[src/rtl/instr_fetch_unit.sv]
// Instruction fetch unit: fetches a 16-bit word at pc, resolves one level of
// indirection for memory-reference opcodes, and presents the result via a valid/ready handshake.
module instr_fetch_unit (
  input  logic        clk,
  input  logic        reset,
  input  logic        run,
  input  logic        pc_load,
  input  logic [11:0] pc_in,
  output logic [11:0] mem_addr,
  output logic        mem_rd,
  input  logic [15:0] mem_rdata,
  output logic        ir_valid,
  input  logic        ir_ready,
  output logic        ir_i,
  output logic [2:0]  ir_opcode,
  output logic [11:0] ir_addr,
  output logic [11:0] ea,
  output logic [11:0] pc
);

  // state | meaning
  // IDLE  | stopped; accepts pc_load, waits for run
  // FETCH | instruction read issued at pc
  // FCAP  | instruction word captured into IR, pc advanced
  // INDIR | indirect pointer read issued at ir_addr
  // ICAP  | pointer captured into ea
  // HOLD  | instruction presented; waits for ir_ready
  typedef enum logic [2:0] {
    IDLE  = 3'd0,
    FETCH = 3'd1,
    FCAP  = 3'd2,
    INDIR = 3'd3,
    ICAP  = 3'd4,
    HOLD  = 3'd5
  } state_t;

  state_t state;

  logic        rdata_indirect;
  logic [11:0] pc_next_fetch;

  // Register/IO format (opcode 111) reuses bit 15 as a sub-opcode, never as indirection.
  assign rdata_indirect = mem_rdata[15] && (mem_rdata[14:12] != 3'b111);
  assign pc_next_fetch  = pc_load ? pc_in : pc;

  always_ff @(posedge clk or negedge reset) begin
    if (!reset) begin
      state     <= IDLE;
      pc        <= 12'h000;
      mem_addr  <= 12'h000;
      mem_rd    <= 1'b0;
      ir_valid  <= 1'b0;
      ir_i      <= 1'b0;
      ir_opcode <= 3'b000;
      ir_addr   <= 12'h000;
      ea        <= 12'h000;
    end else begin
      unique case (state)
        IDLE: begin
          if (pc_load) pc <= pc_in;
          if (run) begin
            state    <= FETCH;
            mem_rd   <= 1'b1;
            mem_addr <= pc_next_fetch;
          end
        end
        FETCH: begin
          mem_rd <= 1'b0;
          state  <= FCAP;
        end
        FCAP: begin
          ir_i      <= mem_rdata[15];
          ir_opcode <= mem_rdata[14:12];
          ir_addr   <= mem_rdata[11:0];
          pc        <= pc + 12'd1;
          if (rdata_indirect) begin
            state    <= INDIR;
            mem_rd   <= 1'b1;
            mem_addr <= mem_rdata[11:0];
          end else begin
            ea       <= mem_rdata[11:0];
            ir_valid <= 1'b1;
            state    <= HOLD;
          end
        end
        INDIR: begin
          mem_rd <= 1'b0;
          state  <= ICAP;
        end
        ICAP: begin
          ea       <= mem_rdata[11:0];
          ir_valid <= 1'b1;
          state    <= HOLD;
        end
        HOLD: begin
          if (ir_ready) begin
            ir_valid <= 1'b0;
            // A branch target loaded here overrides the pc+1 taken in FCAP.
            if (pc_load) pc <= pc_in;
            if (run) begin
              state    <= FETCH;
              mem_rd   <= 1'b1;
              mem_addr <= pc_next_fetch;
            end else begin
              state <= IDLE;
            end
          end
        end
        default: begin
          state    <= IDLE;
          mem_rd   <= 1'b0;
          ir_valid <= 1'b0;
        end
      endcase
    end
  end

endmodule

[config.mk]
export PLATFORM = sky130hd
export DESIGN_NAME = instr_fetch_unit
export DESIGN_NICKNAME = d
export VERILOG_FILES = /design/src/rtl/instr_fetch_unit.sv
export SDC_FILE = /design/constraint.sdc
export NUM_CORES = 1
export LEC_CHECK = 0
export CORE_ASPECT_RATIO = 0.6
export CORE_MARGIN = 2
export CORE_UTILIZATION = 50
export DETAILED_ROUTE_END_ITERATION = 7
export HOLD_SLACK_MARGIN = 0.02
export PLACE_DENSITY = 0.85
export SYNTH_ARGS = -nofsm -noshare
export SYNTH_HDL_FRONTEND = slang
export SYNTH_SLANG_ARGS = --single-unit
[constraint.sdc]
create_clock -name clk -period 5.2 [get_ports clk]
set_input_delay 1.04 -clock clk [delete_from_list [all_inputs] [get_ports clk]]
set_output_delay 1.04 -clock clk [all_outputs]
set_load 0.005 [all_outputs]
### Word level (Yosys, flattened, before mapping)

Cells that the tools add are included.
W data, S select, Z words.

* register bits after elaboration: 57
* input bits: 33
* output and inout port bits: 54
* word-level logic and storage cells: 54

* add/subtract/negate cells: 1
* equality and inequality tests: 10
* mux-type cells: 21
* bitwise logic cells: 2
* reduce and logical (&&, ||, !) cells: 11

Operators by type and width (number)
* $mux W12: 6
* $pmux W12 S3: 2
* $pmux W12 S2: 1
* $pmux W3 S6: 1
* $add A12 B1 Y12 const B: 1
* $mux W3: 3
* $reduce_and A3 Y1: 3
* $ne A2 B2 Y1 const B: 4
* $pmux W1 S4: 2
* $eq A3 B2 Y1 const B: 2
* $eq A3 B3 Y1 const B: 2
* $mux W1: 6
* $reduce_and A2 Y1: 3
* $eq A3 B1 Y1 const B: 1
* $logic_not A3 Y1: 1
* $ne A3 B3 Y1 const B: 1
* $reduce_bool A3 Y1: 1
* $reduce_or A3 Y1: 1
* $not A1 Y1: 2
* $reduce_bool A2 Y1: 1
* $logic_and A1 B1 Y1: 1

### Depth between registers and ports, before layout

* depth after elaboration: 4
* gate-level depth with buffers: 6
* gate-level depth less buffers: 5

### Worst setup path before layout

OpenSTA, ideal clock, no wires.

* path kind: input port to flip-flop
* from: input port pc_load
* to: register mem_addr[10]
* library setup time: 0.125 ns
* arrival time: 2.149 ns
* data required time: 5.075 ns
* setup slack: 2.926 ns
* stages on the path: 5
* path buffers: 2
* cells stage by stage: buf_2 buf_1 mux2i_1 o21ai_0 mux2_4

* word-level cells in the longest chain between the ends: 4

RTL lines
* start: declaration: line 7 `input logic pc_load,`
* $mux W12 (*)
* $mux W12 (*): line 61, 100
* $mux W12: line 96 `if (ir_ready) begin`
* $pmux W12 S3 (*): line 58 `unique case (state)`
* end signal: assignment: line 64 `mem_addr <= pc_next_fetch;`
* end signal: assignment: line 79 `mem_addr <= mem_rdata[11:0];`
* end signal: assignment: line 103 `mem_addr <= pc_next_fetch;`
* end: declaration: line 9 `output logic [11:0] mem_addr,`

Mark *: on every way between the ends. The rest lies on a longest branch, timed or not. The select of a mux whose other input is x is not followed.
A chain may end at the register's enable or synchronous reset.

### Worst setup path in the final report

* from: input port ir_ready
* to: register mem_addr[0]

* word-level cells in the longest chain between the ends: 2

RTL lines
* start: declaration: line 13 `input logic ir_ready,`
* $ne A2 B2 Y1 (no line)
* $reduce_and A3 Y1 (no line)

Every way passes these cells.

==> metrics <==
CP max stage delay 0.68 ns; DR vias 2426; crit path max fanout 12; total CTS buffers 9; CTS tree done; post-route clock skew 0.00522 ns; Num Clock Sinks 57; Setup WS pre-CTS 1.97 ns; final slew viol count 0; DRT antenna net count 0; Post-synth EDFFs 0; post-route minimum period 2.91 ns; DRC violations left 0; initial antenna violation count 0; total grt overflow 0; area delta synth->final 37.0%; Worst setup SP type primary input; setup TNS 0 ns; CP Buf/Inv Count 1; top_reg_cell synth dfrtp_1; outcome complete, no violations; Vias/cell 5.69; I/O Buffers 86; RSZ-0062 raised after global routing no; Post CTS Setup Buffer Count 0; Leakage Power 1.73 nW; io pins 87; Final Hold Viols 0; ys async rst share 100%; die area 6300 µm²; CP arrival 3.13 ns; Hold Crit Class flop to flop; type of the worst setup path primary input to flop; number of global-route vias before repair 2338; cells on worst reg2reg path 4; Period Utilization, post-route 56.0%; Post-Syn Area 2830 µm²; Rows 21; Worst-Skew Late Latency 0.33 ns; Peak supply drop 0.000258 V; count leader, synth dfrtp_1; ANT cells 0; Clock Path Buffers 2; register-to-register setup slack 2.84 ns; CORE AREA 5520 µm²; CTS H-tree depth 3; Initial Util 51.3%; Commonest cells post-synth dfrtp_1 (57), nand2_1 (54), o21ai_0 (17), a21oi_1 (16), mux2_4 (16); Final nets 386; max cap viols 0; Hold Path Origin ir_opcode[1]$_DFFE_PN0P_; area leader, netlist dfrtp_1; Yosys cell types 43; CTS clk-pin slew, worst paths 0.06 ns; Layout fillers 416; Max Fclk 343 MHz; first-pass GRT wire length 12100 µm; GRT Total Usage 25.2%; worst setup margin 2.29 ns; critical path required time 5.42 ns; worst hold path stage count 2; hold-critical path endpoint ir_opcode[1]$_DFFE_PN0P_; Setup violations, final 0; clk root buf clkbuf_8; cell count after synthesis 269; RePlAce Congestion 0.803; drt pass-1 iters 4; worst-path cell chain clkdlybuf4s50_1, and4b_1, nor2_1, a21oi_2, mux2_2; Synth area leaders dfrtp_1 (50%), mux2_4 (8.5%), nand2_1 (7.2%); top-area cell type share of the netlist area 50.4%; Mapped Nets 303; Least-Margin Pin Slew 0.878 ns; nature of the critical path endpoint flop; total power 0.00246 W; share of cells above drive strength 1 12.9%; hold buffer count at CTS 0; FF-to-FF Start state[2]$_DFFE_PN0P_; power per standard cell area 634 nW/µm²; die width 101 µm; CTS resizes 0; DP Wirelength 5260 µm; post-synthesis sequential area ratio 50.4%; #FFs+latches synth 57; Layout Utilization 70.3%; relative slew slack 41.3%; CP delay by family, top compound AO/OA/AOI/OAI gates; detailed router's first-iteration violation count 256; largest net degree at the start of global routing 58; Crit Reg-Reg Endpoint mem_addr[0]$_DFFE_PN0P_; die height 62.3 µm; routed wire length 7440 µm; WL/cell 17.5 µm; Worst path slowest cell a21oi_2; Ys Warns 0; syn_area_per_cell 10.5 µm²
==> kinds of logic after synthesis <==
family,Yosys count,share of synthesized area [%]
flip-flops,57,50.4
buffers and inverters,25,4.51
multiplexers,36,15.8
XOR/XNOR,5,1.55
AO/OA/AOI/OAI,59,13.3
adder cells (fa/ha/maj),1,0.442
AND/OR/NAND/NOR,86,14.0
==> layer usage <==
metal	up-vias	part of all wire (%)	global-route usage, %
li1	1114	-	-
met1	1192	48	37.4
met5	-	0	0
met2	112	44	36.3
met3	8	7.9	7.43
met4	0	0.83	6.08
==> where the power goes <==
part	internal [W]	switching (W)	total [W]
Sequential	0.000671	0.000220	0.000891
Combinational	0.000720	0.000479	0.00120
Clock	0.000185	0.000185	0.000370
==> worst max-delay path by stage <==
stage	from	to	slack [ns]	cells after the start
floorplan	pc_load	mem_addr[10]$_DFFE_PN0P_	2.93	5
detailed placement	ir_ready	mem_addr[0]$_DFFE_PN0P_	1.97	5
global route	ir_ready	mem_addr[0]$_DFFE_PN0P_	2.19	5
global placement	ir_ready	mem_addr[11]$_DFFE_PN0P_	2.03	5
CTS	ir_ready	mem_addr[0]$_DFFE_PN0P_	2.33	5
finish	ir_ready	mem_addr[0]$_DFFE_PN0P_	2.29	5
==> layout by cell type (no fill, tap or decap), types with 2 or more instances in the layout <==
| cell type | instances |
|---|---|
| nand2_1 | 54 |
| o211ai_1 | 2 |
| o22a_1 | 2 |
| and4_1 | 2 |
| nand2b_1 | 2 |
| buf_4 | 3 |
| clkinvlp_4 | 4 |
| nor2_1 | 7 |
| o22ai_1 | 7 |
| clkdlybuf4s50_1 | 85 |
| a21o_1 | 3 |
| mux2i_1 | 14 |
| mux2_4 | 16 |
| a31oi_1 | 2 |
| xnor2_1 | 2 |
| o21ai_0 | 17 |
| and2_1 | 2 |
| and3_1 | 2 |
| dfrtp_1 | 57 |
| nand4_1 | 3 |
| inv_1 | 8 |
| xor2_1 | 3 |
| nand3_1 | 9 |
| a21oi_1 | 16 |
| mux2_2 | 6 |
| clkbuf_8 | 10 |
==> flip-flops by register name, summed over array words and instances (netlist names) <==
signal     cells
ir_addr       12
ir_valid       1
ea            12
mem_addr      12
pc            12
state          3
ir_i           1
mem_rd         1
ir_opcode      3
==> stage by stage <==
step / hold WS [ns] / cells / cell area (µm²)
after global placement: 0.459 / 410 / 3700
after global routing: 0.498 / 426 / 3880
after detailed placement: 0.462 / 410 / 3700
after CTS: 0.479 / 426 / 3880
after floorplan: 0.468 / 269 / 2830
final: 0.477 / 426 / 3880
==> tightest hold or removal path, cell delays in order (launching register included) <==
cell	delay (ns)
dfrtp_1	0.35
nand2_1	0.05
nand2_1	0.05
==> cell type report <==
cell class,count,area [µm²],share of cell area [%]
clock inverter,6,43.8,1.13
tap,69,86.3,2.23
timing repair buffer,89,878,22.6
clock buffer,10,138,3.55
multi-input combinational,187,1280,32.9
inverter,8,30.0,0.774
sequential,57,1430,36.8
Power figures use the tool's default switching activity.
